### src/rtl/axis_video_rx.sv
// -----------------------------------------------------------------------------
// axis_video_rx
//
// AXI-Stream video receiver at the ingress of the 3DNR core. It waits for a
// start-of-frame beat (tuser[0]), tags each accepted pixel with its x/y raster
// position, and presents it on a single registered valid/ready output stage.
// Line-length and SOF framing errors are flagged with one-cycle pulses.
//
// Parameters
//   DW   : pixel data width
//   UW   : tuser width (only bit 0 = SOF is used)
//   HRES : active pixels per line
//   VRES : active lines per frame
//   XW   : x coordinate width (2^XW > HRES)
//   YW   : y coordinate width (2^YW > VRES)
//
// Ports
//   clk, rstn                  : clock, synchronous active-low reset
//   s_axis_t{data,user,last}   : input beat, SOF on tuser[0], EOL on tlast
//   s_axis_tvalid / tready     : input handshake
//   pix_data, pix_x, pix_y     : registered pixel and its coordinates
//   pix_sof, pix_eol           : first pixel of frame / last pixel of line
//   pix_valid / pix_ready      : output handshake
//   frame_done                 : pulse after the last pixel of a frame
//   err_sof                    : pulse on an unexpected SOF
//   err_early_eol              : pulse on tlast before x = HRES-1
//   err_late_eol               : pulse on missing tlast at x = HRES-1
//   frame_cnt                  : completed frames, wraps
// -----------------------------------------------------------------------------
module axis_video_rx #(
    parameter int DW   = 24,
    parameter int UW   = 1,
    parameter int HRES = 1920,
    parameter int VRES = 1080,
    parameter int XW   = 12,
    parameter int YW   = 12
) (
    input  logic          clk,
    input  logic          rstn,
    input  logic [DW-1:0] s_axis_tdata,
    input  logic [UW-1:0] s_axis_tuser,
    input  logic          s_axis_tlast,
    input  logic          s_axis_tvalid,
    output logic          s_axis_tready,
    output logic [DW-1:0] pix_data,
    output logic [XW-1:0] pix_x,
    output logic [YW-1:0] pix_y,
    output logic          pix_sof,
    output logic          pix_eol,
    output logic          pix_valid,
    input  logic          pix_ready,
    output logic          frame_done,
    output logic          err_sof,
    output logic          err_early_eol,
    output logic          err_late_eol,
    output logic [15:0]   frame_cnt
);

    typedef enum logic [1:0] {
        WAIT_SOF  = 2'd0,
        ACTIVE    = 2'd1,
        DRAIN_EOL = 2'd2
    } state_t;

    localparam logic [XW-1:0] X_LAST = XW'(HRES - 1);
    localparam logic [YW-1:0] Y_LAST = YW'(VRES - 1);

    state_t          state_reg, state_next;
    // x_reg/y_reg hold the coordinate the next accepted beat will receive
    logic [XW-1:0]   x_reg, x_next;
    logic [YW-1:0]   y_reg, y_next;

    logic [DW-1:0]   pix_data_reg;
    logic [XW-1:0]   pix_x_reg;
    logic [YW-1:0]   pix_y_reg;
    logic            pix_sof_reg, pix_eol_reg, pix_valid_reg;
    logic            frame_done_reg, err_sof_reg, err_early_reg, err_late_reg;
    logic [15:0]     frame_cnt_reg;

    logic            accept;
    logic            sof_in;
    logic            load_beat;     // beat is written to the output stage
    logic [XW-1:0]   cur_x;         // coordinate assigned to this beat
    logic [YW-1:0]   cur_y;
    logic            eol_out;
    logic            sof_err, early_err, late_err;
    logic            line_end, frame_end;

    // Single output register stage: a new beat may enter whenever the stage
    // is empty or being emptied this cycle.
    assign s_axis_tready = rstn & (~pix_valid_reg | pix_ready);
    assign accept        = s_axis_tvalid & s_axis_tready;
    assign sof_in        = s_axis_tuser[0];

    always_comb begin
        state_next = state_reg;
        x_next     = x_reg;
        y_next     = y_reg;
        cur_x      = x_reg;
        cur_y      = y_reg;
        load_beat  = 1'b0;
        eol_out    = 1'b0;
        sof_err    = 1'b0;
        early_err  = 1'b0;
        late_err   = 1'b0;
        line_end   = 1'b0;
        frame_end  = 1'b0;

        if (accept) begin
            case (state_reg)
                WAIT_SOF: begin
                    // Non-SOF beats are silently consumed until sync
                    if (sof_in) begin
                        load_beat = 1'b1;
                        cur_x     = '0;
                        cur_y     = '0;
                    end
                end
                ACTIVE: begin
                    load_beat = 1'b1;
                    if (sof_in && (x_reg != '0 || y_reg != '0)) begin
                        sof_err = 1'b1;
                        cur_x   = '0;
                        cur_y   = '0;
                    end
                end
                DRAIN_EOL: begin
                    if (sof_in) begin
                        // A new frame starts inside the overlong line
                        load_beat = 1'b1;
                        sof_err   = 1'b1;
                        cur_x     = '0;
                        cur_y     = '0;
                    end else if (s_axis_tlast) begin
                        line_end   = 1'b1;
                        state_next = ACTIVE;
                    end
                end
                default: state_next = WAIT_SOF;
            endcase
        end

        // Line-length checks for any beat that reaches the output
        if (load_beat) begin
            state_next = ACTIVE;
            if (s_axis_tlast) begin
                eol_out   = 1'b1;
                line_end  = 1'b1;
                early_err = (cur_x != X_LAST);
            end else if (cur_x == X_LAST) begin
                // Line is full but tlast missing: drop the rest of it
                eol_out    = 1'b1;
                late_err   = 1'b1;
                x_next     = cur_x;
                y_next     = cur_y;
                state_next = DRAIN_EOL;
            end else begin
                x_next = cur_x + 1'b1;
                y_next = cur_y;
            end
        end

        if (line_end) begin
            x_next = '0;
            if (cur_y == Y_LAST) begin
                frame_end  = 1'b1;
                y_next     = '0;
                state_next = WAIT_SOF;
            end else begin
                y_next = cur_y + 1'b1;
            end
        end
    end

    always_ff @(posedge clk) begin
        if (!rstn) begin
            state_reg      <= WAIT_SOF;
            x_reg          <= '0;
            y_reg          <= '0;
            pix_data_reg   <= '0;
            pix_x_reg      <= '0;
            pix_y_reg      <= '0;
            pix_sof_reg    <= 1'b0;
            pix_eol_reg    <= 1'b0;
            pix_valid_reg  <= 1'b0;
            frame_done_reg <= 1'b0;
            err_sof_reg    <= 1'b0;
            err_early_reg  <= 1'b0;
            err_late_reg   <= 1'b0;
            frame_cnt_reg  <= '0;
        end else begin
            state_reg      <= state_next;
            x_reg          <= x_next;
            y_reg          <= y_next;
            frame_done_reg <= frame_end;
            err_sof_reg    <= sof_err;
            err_early_reg  <= early_err;
            err_late_reg   <= late_err;
            if (frame_end) begin
                frame_cnt_reg <= frame_cnt_reg + 16'd1;
            end
            // Stage empties or refills whenever it is allowed to move
            if (s_axis_tready) begin
                pix_valid_reg <= load_beat;
            end
            if (load_beat) begin
                pix_data_reg <= s_axis_tdata;
                pix_x_reg    <= cur_x;
                pix_y_reg    <= cur_y;
                pix_sof_reg  <= sof_in;
                pix_eol_reg  <= eol_out;
            end
        end
    end

    assign pix_data      = pix_data_reg;
    assign pix_x         = pix_x_reg;
    assign pix_y         = pix_y_reg;
    assign pix_sof       = pix_sof_reg;
    assign pix_eol       = pix_eol_reg;
    assign pix_valid     = pix_valid_reg;
    assign frame_done    = frame_done_reg;
    assign err_sof       = err_sof_reg;
    assign err_early_eol = err_early_reg;
    assign err_late_eol  = err_late_reg;
    assign frame_cnt     = frame_cnt_reg;

endmodule

### config.mk
export PLATFORM = sky130hd
export DESIGN_NAME = axis_video_rx
export DESIGN_NICKNAME = d
export VERILOG_FILES = /design/src/rtl/axis_video_rx.sv
export SDC_FILE = /design/constraint.sdc
export NUM_CORES = 1
export LEC_CHECK = 0
export BUFFER_PORTS_ARGS = -buffer_cell sky130_fd_sc_hd__buf_2
export CORE_MARGIN = 1
export CORE_UTILIZATION = 40
export CTS_CLUSTER_DIAMETER = 80
export DETAILED_ROUTE_END_ITERATION = 8
export GPL_ROUTABILITY_DRIVEN = 0
export SETUP_SLACK_MARGIN = 0.4
export SYNTH_ARGS = -nofsm -noshare
export SYNTH_HDL_FRONTEND = slang
export SYNTH_SLANG_ARGS = --single-unit
### constraint.sdc
create_clock -name clk -period 4.4 [get_ports clk]
set_clock_uncertainty 0.05 [all_clocks]
set_input_delay 0.88 -clock clk [delete_from_list [all_inputs] [get_ports clk]]
set_output_delay 0.88 -clock clk [all_outputs]
set_load 0.03 [all_outputs]
# After elaboration in Yosys (flattened, before gate mapping)
# Cells that the tools add are included.
[op_classes] add_sub_neg=3 n_eq_ne=6 n_mux=37 bitwise=7 reduce_logical=14
[op_table] op="$mux W12" count=11
[op_table] op="$pmux W12 S2" count=2
[op_table] op="$add A12 B1 Y12 const B" count=2
[op_table] op="$eq A12 B11 Y1 const B" count=2
[op_table] op="$reduce_bool A12 Y1" count=2
[op_table] op="$add A16 B1 Y16 const B" count=1
[op_table] op="$mux W2" count=8
[op_table] op="$mux W1" count=13
[op_table] op="$ne A12 B11 Y1 const B" count=1
[op_table] op="$reduce_and A2 Y1" count=3
[op_table] op="$reduce_or A2 Y1" count=3
[op_table] op="$not A1 Y1" count=4
[op_table] op="$pmux W1 S2" count=2
[op_table] op="$pmux W2 S2" count=1
[op_table] op="$reduce_and A3 Y1" count=1
[op_table] op="$reduce_or A3 Y1" count=1
[op_table] op="$and A1 B1 Y1" count=2
[op_table] op="$eq A2 B1 Y1 const B" count=1
[op_table] op="$eq A2 B2 Y1 const B" count=1
[op_table] op="$logic_not A2 Y1" count=1
[op_table] op="$ne A2 B1 Y1 const B" count=1
[op_table] op="$reduce_bool A2 Y1" count=1
[op_table] op="$logic_and A1 B1 Y1" count=1
[op_table] op="$logic_or A1 B1 Y1" count=1
[op_table] op="$or A1 B1 Y1" count=1
[word_totals] register_bits=97 in_bits=30 output_inout_bits=72 elab_cells=81

# Depth between registers and ports, before layout
# Gate-level depths: netlist (run 1).
[depth] word_depth=12 mapped_depth=13 ltp_nobuf=12

# Worst setup path before layout (run 1)
# Ideal clock, no wire load.
[synth_timing] kind="input -> register" start="in pix_ready" end="reg frame_cnt_reg[11], in the netlist frame_cnt[11]" setup_ps=72 arrival_ps=3367 slack_ps=911 cell_stages=12 cell_sequence="nand2b_1 clkbuf_1 o2111a_1 o31ai_2 clkbuf_1 and2_1 ha_1 nand2_1 nor3_1 nand4_1 nor4b_1 mux2i_1"
[synth_between] elab_chain_len=7
[synth_rtl] element="start: declaration" line="51" source="input logic pix_ready,"
[synth_rtl] element="$or A1 B1 Y1" line="91" source="assign s_axis_tready = rstn & (~pix_valid_reg | pix_ready);"
[synth_rtl] element="$and A1 B1 Y1" line="91"
[synth_rtl] element="$and A1 B1 Y1" line="92" source="assign accept = s_axis_tvalid & s_axis_tready;"
[synth_rtl] element="$mux W12" line="109" source="if (accept) begin"
[synth_rtl] element="named net cur_y[1]" line="84" source="logic [YW-1:0] cur_y;"
[synth_rtl] element="$eq A12 B11 Y1" line="165" source="if (cur_y == Y_LAST) begin"
[synth_rtl] element="$mux W1" line="165"
[synth_rtl] element="$mux W1" line="163" source="if (line_end) begin"
[synth_rtl] element="end signal: assignment" line="200" source="frame_cnt_reg <= frame_cnt_reg + 16'd1;"
[synth_rtl] element="end: declaration" line="78" source="logic [15:0] frame_cnt_reg;"
# The timed path passes the listed nets, and every way through them passes these cells.
# A chain may end at the register's enable or synchronous reset.

# Final worst setup path (run 1)
[layout_timing] start="reg state_reg[0]" end="reg x_reg[3]"
[layout_between] elab_chain_len=6
[layout_rtl] element="start: declaration" line="68" source="state_t state_reg, state_next;"
[layout_rtl] element="start signal: assignment" line="192" source="state_reg <= state_next;"
[layout_rtl] element="$eq A2 B2 Y1 or $logic_not A2 Y1 (tied branches)" line="110" source="case (state_reg)"
[layout_rtl] element="$reduce_or A2 Y1 (no source line)"
[layout_rtl] element="$pmux W12 S2 *" line="110"
[layout_rtl] element="$mux W12 *" line="109"
[layout_rtl] element="named net cur_x[1]" line="83" source="logic [XW-1:0] cur_x;"
[layout_rtl] element="$add A12 B1 Y12 or $eq A12 B11 Y1 (tied branches)" line="158, 150"
[layout_rtl] element="$mux W12 *" line="150" source="end else if (cur_x == X_LAST) begin"
[layout_rtl] element="end signal: assignment" line="193" source="x_reg <= x_next;"
[layout_rtl] element="end: declaration" line="70" source="logic [XW-1:0] x_reg, x_next;"
# The timed path passes the listed nets; every way through them passes the cells marked *.

==> results of run 1 <==
## cells in the final DEF (no fill, tap or decap), types with 4 or more instances in the layout
master | synthesis | layout
buf_2 | 3 | 101
o31ai_1 | 4 | 4
nor4_1 | 11 | 11
o311ai_0 | 8 | 8
nand2b_1 | 14 | 14
a21oi_1 | 69 | 68
nand3_1 | 43 | 43
dfxtp_1 | 97 | 97
a31oi_1 | 7 | 7
nor2_1 | 14 | 14
nand4_1 | 16 | 16
ha_1 | 7 | 7
nor4b_1 | 5 | 5
and2_1 | 6 | 6
mux2i_1 | 7 | 7
inv_1 | 12 | 12
nor3_1 | 16 | 16
and3_1 | 13 | 13
clkbuf_16 | 0 | 9
nand2_1 | 108 | 108
o21ai_0 | 17 | 17
o41ai_1 | 7 | 7
buf_4 | 1 | 12
o211ai_1 | 4 | 4
## per-stage QoR
step | cell area (µm²) | util | cells | hold WS, ns | worst slack (ns)
global placement | 5215 | 0.4728 | 791 | 0.3888 | 0.8877
detailed placement | 5215 | 0.4728 | 791 | 0.3925 | 0.8414
floorplan | 4601 | - | 579 | 0.4085 | 0.9109
CTS | 5539 | 0.5022 | 806 | 0.4019 | 0.8232
global route | 5539 | 0.5022 | 806 | 0.4244 | 0.4762
finish | 5539 | 0.5022 | 806 | 0.3985 | 0.7683
## routing by layer
layer,global-route usage,up-vias,wire length [µm]
met5,0,-,0
met4,0.09429,0,256
met3,0.05021,22,702
met2,0.3944,146,6639
met1,0.2960,2260,5873
li1,-,2293,-
## final timing paths
check,startpoint,to,slack (ns)
hold reg to reg,pix_x[8]$_SDFFE_PN0P_,pix_x[8]$_SDFFE_PN0P_,0.40
setup / recovery,state_reg[0]$_SDFF_PN0_,x_reg[3]$_SDFFE_PP0P_,0.77
setup reg to reg,state_reg[0]$_SDFF_PN0_,x_reg[3]$_SDFFE_PP0P_,0.77
hold / removal,pix_x[8]$_SDFFE_PN0P_,pix_x[8]$_SDFFE_PN0P_,0.40
## final cells by class
cell class              instances  area share
flip-flops and latches         97      0.3506
inverters                      12    0.008132
clock buffers                  10     0.04314
repair buffers                113      0.1075
clock inverters                 5     0.01536
multi-input cells             429      0.4436
well taps                     140     0.03162
## critical path, cell delays in order, from the launching register on
cell and delay (ns):
dfxtp_1 0.49, inv_1 0.11, ha_1 0.28, nor3_1 0.41, o2111a_1 0.33, o31ai_4 0.21
and2_1 0.22, ha_1 0.27, and4_1 0.25, nand4_1 0.30, nand4_1 0.15, or4_1 0.40
o21ai_0 0.08
## power by group through the flow
stage | Sequential, mW | Combinational, mW | Clock (mW)
finish | 0.897 | 0.160 | 0.861
global route | 0.899 | 0.175 | 0.913
detailed placement | 0.917 | 0.160 | 0
floorplan | 0.936 | 0.0864 | 0
global placement | 0.917 | 0.158 | 0
CTS | 0.897 | 0.160 | 0.879
## cells by family after synthesis
kind of cell / after synthesis / synth area share
AOI/OAI and AO/OA: 150 / 0.2081
adders and majority gates: 7 / 0.01904
buffers and inverters: 53 / 0.04813
DFF: 97 / 0.4221
muxes: 7 / 0.01523
and+or+nand+nor: 265 / 0.2875
==> run_results.csv, run 1 <==
group,metric,value,unit
status,outcome,"finished, final reports clean",
drt,via_count,4721,
drt,wire_per_inst,16.71,µm
yosys,synth_most_common_cell,"nand2_1",
finish,multi_input_area,2457,µm²
floorplan,io_pins,102,
pwr,p_per_area,346.3,nW/µm²
finish,drive_gt1_frac,0.2057,
drt,dr.pass1.iters,5,
floorplan,die_area,11930,µm²
pwr,ir_worst_vdd,0.0002171,V
sta,drv_slew,0,
finish,nets,699,
cts,cts_hold_buf,0,
pwr,swShare,0.2448,
drt,drt_iter0_drc,434,
yosys,synth-seq-cells,97,
floorplan,std_cell_rows,38,
cts,htree_levels,3,
yosys,synthesis.area,4601,µm²
cts,cts_max_path_buffers,2,
floorplan,fp.coreArea,11030,µm²
cts,cts_resized,0,
cts,post_cts_buffers,0,
cts,clkLatencyLatePin,0.35,ns
yosys,syn_avg_cell_area,7.946,µm²
cts,cts_tree,"done",
worst_setup_path,cp_max_fo,19,
sta,fmax,275.4,MHz
cts,clock_sinks,97,
finish,largest_reg_flops,24,
place,io_buffers,101,
floorplan,die_h,109.2,µm
finish,fillCellCount,1115,
worst_setup_path,required,4.63,ns
place,dpl.hpwl,9370,µm
yosys,synth_cell_types,56,
pwr,comb_power_share,0.083,
yosys,synth_ff_type,"dfxtp_1",
cts,clkTransAtPathRegs,0.07,ns
yosys,async_reset_ff_frac,0,
floorplan,die_width,109.2,µm
pwr,p_leak,2.197,nW
worst_setup_path,cp-end-kind,"flip-flop",
worst_setup_path,arrival,3.86,ns
grt,grt_pass1_vias,4416,
cts,root_buffer,"clkbuf_16",
sta,relSlewSlack,0.2899,
pwr,total_power,1.918,mW
sta,rsz0062_at_grt,"no",
yosys,synth-edff-count,0,
finish,register_area,1942,µm²
sta,tns,0,ns
drt,vias_per_cell,5.857,
grt,grtUsageTotal,0.2365,
sta,setup_violations,0,
sta,worst_pin_slew,1.052,ns
pwr,switchingPower,0.4695,mW
yosys,yosys-top-cells-area,"dfxtp_1 (42%), nand2_1 (8.8%), a21oi_1 (7.5%)",
yosys,synth_warnings,0,
drt,drtAntennaViolNets,0,
yosys,yosys.area.top_type_share,0.4221,
sta,finalHoldViolations,0,
grt,grt.overflow.total,0,
cts,numCtsBuffers,9,
pwr,sequentialPowerShare,0.468,
flow_run,drv_cap,0,
finish,syn2layout_area_growth,20.40,%
grt,grt_pass1_wl,21940,µm
pwr,p_clk_frac,0.449,
yosys,synth.largest_area_cell,"dfxtp_1",
grt,antenna_found_initial,0,
yosys,yosysSeqAreaShare,0.4221,
grt,grt_max_degree,58,
pwr,internal_power,1.449,mW
worst_setup_path,start_kind,"flip-flop",
drt,drc,0,
floorplan,start_util,0.4171,
worst_setup_path,reg2regPathDepth,12,
finish,diodes,0,
drt,wl,13470,µm
yosys,synth_commonest_cells,"nand2_1 (108), dfxtp_1 (97), a21oi_1 (69)",
yosys,syn_inst,579,
yosys,synth_fp_nets,616,
worst_setup_path,crit_type,"reg2reg",
hold_path,hold_class,"reg2reg",
sta,period_share,0.8254,
sta,min_period,3.632,ns
hold_path,whs_path_depth,2,
Power figures use the tool's default switching activity.
==> run 2: changes to the inputs <==
clock period = 3 ns   (was 4.4 ns; I/O delays follow)
==> run 2 against run 1 <==
Against the previous run:
- sequential power grew 46%
- combinational power grew 86%
- power is 46% higher
- flip-flop and latch count did not move
- core utilization is 8.6 points higher
- maximum frequency increased by 29%
- critical endpoint is now y_reg[10]$_SDFFE_PN0P_
- critical path type unchanged
- hold slack gained 0.00068 ns
==> run_results.csv, run 2 (synthesis gave the netlist of run 1 again) <==
group,metric,value,unit
finish,drive_gt1_frac,0.3618,
sta,worst_pin_slew,0.7659,ns
sta,min_period,2.810,ns
hold_path,hp-start,"pix_y[3]$_SDFFE_PN0P_",
worst_setup_path,cp_common_cell,"nor4_4",
floorplan,die_width,109.2,µm
pwr,p_per_area,432.9,nW/µm²
pwr,p_leak,2.593,nW
worst_setup_path,required,3.20,ns
hold_path,hold_class,"reg2reg",
sta,finalHoldViolations,0,
drt,vias_per_cell,5.783,
cts,numCtsBuffers,9,
drt,dr.pass1.iters,5,
cts,cts_hold_buf,0,
finish,fillCellCount,1013,
drt,drc,0,
cts,cts_tree,"done",
drt,via_count,5014,
cts,htree_levels,3,
grt,antenna_found_initial,0,
cts,clock_sinks,97,
cts,cts_max_path_buffers,2,
drt,drt_iter0_drc,346,
worst_setup_path,cp_max_fo,6,
worst_setup_path,reg2regPathDepth,11,
drt,wire_per_inst,16.96,µm
sta,setup_violations,0,
sta,relSlewSlack,0.4894,
floorplan,fp.coreArea,11030,µm²
worst_setup_path,critPathSlowestCell,"dfxtp_2",
worst_setup_path,cp-end-kind,"flip-flop",
cts,clkTransAtPathRegs,0.07,ns
cts,clkLatencyLatePin,0.36,ns
finish,nets,759,
worst_setup_path,r2r-end,"y_reg[10]$_SDFFE_PN0P_",
finish,final_common_cell,"nand2_1",
sta,fmax,355.9,MHz
sta,fin_hold_ws,0.3991,ns
hold_path,whs_path_depth,2,
grt,grt.overflow.total,0,
finish,largest_reg_flops,24,
finish,final_area,6486,µm²
floorplan,start_util,0.4171,
worst_setup_path,path_cells,"nor4_4 -> nand4_1 -> o31ai_4 -> and2_4 -> ha_4 -> nand2_4 -> nor4_4 -> buf_4 -> nand3b_1 -> nor4b_2 -> mux2i_1",
floorplan,die_area,11930,µm²
sta,tns,0,ns
sta,drv_slew,0,
drt,wl,14700,µm
worst_setup_path,start_kind,"flip-flop",
place,place_ws,0.01275,ns
worst_setup_path,crit_type,"reg2reg",
grt,grt_pass1_wl,22960,µm
pwr,ir_worst_vdd,0.0002633,V
status,outcome,"finished, final reports clean",
floorplan,die_h,109.2,µm
finish,diodes,0,
sta,setup_slack,0.1900,ns
place,io_buffers,101,
drt,drtAntennaViolNets,0,
grt,grtUsageTotal,0.2485,
grt,grt_pass1_vias,4600,
finish,syn2layout_area_growth,40.98,%
worst_setup_path,crit_path_max_incr_delay,0.34,ns
grt,grt_max_degree,53,
finish,most-common-layout-cells,"nand2_1 (105), buf_2 (101), dfxtp_1 (92)",
flow_run,drv_cap,0,
place,dpl.hpwl,9571,µm
cts,root_buffer,"clkbuf_16",
sta,rsz0062_at_grt,"yes",
worst_setup_path,arrival,3.01,ns
worst_setup_path,r2r_slack,0.19,ns
hold_path,min_to,"pix_y[3]$_SDFFE_PN0P_",
sta,period_share,0.9367,
worst_setup_path,r2r_start,"y_reg[7]$_SDFFE_PN0P_",
floorplan,std_cell_rows,38,
place,place_area,5585,µm²
floorplan,io_pins,102,
## run 2: cell count changes in the layout (fill, tap and decap cells not counted), sizes merged
cell    change
buf        +60
bufinv      -1
clkbuf      -1
clkinv      +3
## run 2: worst max path at each step
stage	startpoint	end	slack (ns)	depth (start not counted)
global route	y_reg[7]$_SDFFE_PN0P_	frame_cnt[4]$_SDFFE_PN0P_	0.08	11
global placement	y_reg[5]$_SDFFE_PN0P_	x_reg[9]$_SDFFE_PP0P_	0.04	10
detailed placement	state_reg[1]$_SDFF_PN0_	x_reg[9]$_SDFFE_PP0P_	0.01	11
finish	y_reg[7]$_SDFFE_PN0P_	y_reg[10]$_SDFFE_PN0P_	0.19	11
CTS	y_reg[7]$_SDFFE_PN0P_	y_reg[10]$_SDFFE_PN0P_	0.22	11
floorplan	x_reg[9]$_SDFFE_PP0P_	frame_cnt[9]$_SDFFE_PN0P_	0.07	12
## run 2: cell type report
cell class / instances / area (µm²) / share of cell area
clock inverter: 7 / 76.32 / 0.01177
inverter: 12 / 47.55 / 0.007330
clock buffer: 9 / 225.2 / 0.03472
timing repair buffer: 173 / 1094 / 0.1686
sequential: 97 / 1953 / 0.3011
multi-input combinational: 429 / 2915 / 0.4495
tap: 140 / 175.2 / 0.02701
## run 2: metal layers
layer | track usage | up-vias | share of wire
met3 | 0.04184 | 40 | 0.069
met4 | 0.1171 | 0 | 0.024
met2 | 0.4066 | 210 | 0.48
li1 | - | 2406 | -
met5 | 0 | - | 0
met1 | 0.3178 | 2358 | 0.43
## run 2: what timing repair did
action	CTS	global route
gates cloned	0	0
setup endpoints to repair	43	45
gates resized for setup	51	25
buffers inserted	21	8
pin swaps	27	19
## run 2: through the flow
step                      power [mW]  utilization  instances
after floorplan                1.508            -        579
after global placement         1.600       0.5064        822
after detailed placement       1.602       0.5064        822
after CTS                      2.805       0.5732        859
after global routing           2.898       0.5880        867
final                          2.808       0.5880        867
## run 2: worst max-delay path: cells and delay by family (launching register included)
family	cells	cell delay (ns)
and+or+nand+nor	7	1.35
DFF	1	0.34
AOI/OAI and AO/OA	1	0.33
muxes	1	0.32
buffers and inverters	1	0.17
adders and majority gates	1	0.14
## run 2: power breakdown
part | switching (mW) | internal, mW | leakage, nW
sequential | 0.00898 | 1.30 | 0.786
combinational | 0.199 | 0.0988 | 1.66
clock | 0.543 | 0.656 | 0.148
total | 0.751 | 2.06 | 2.59
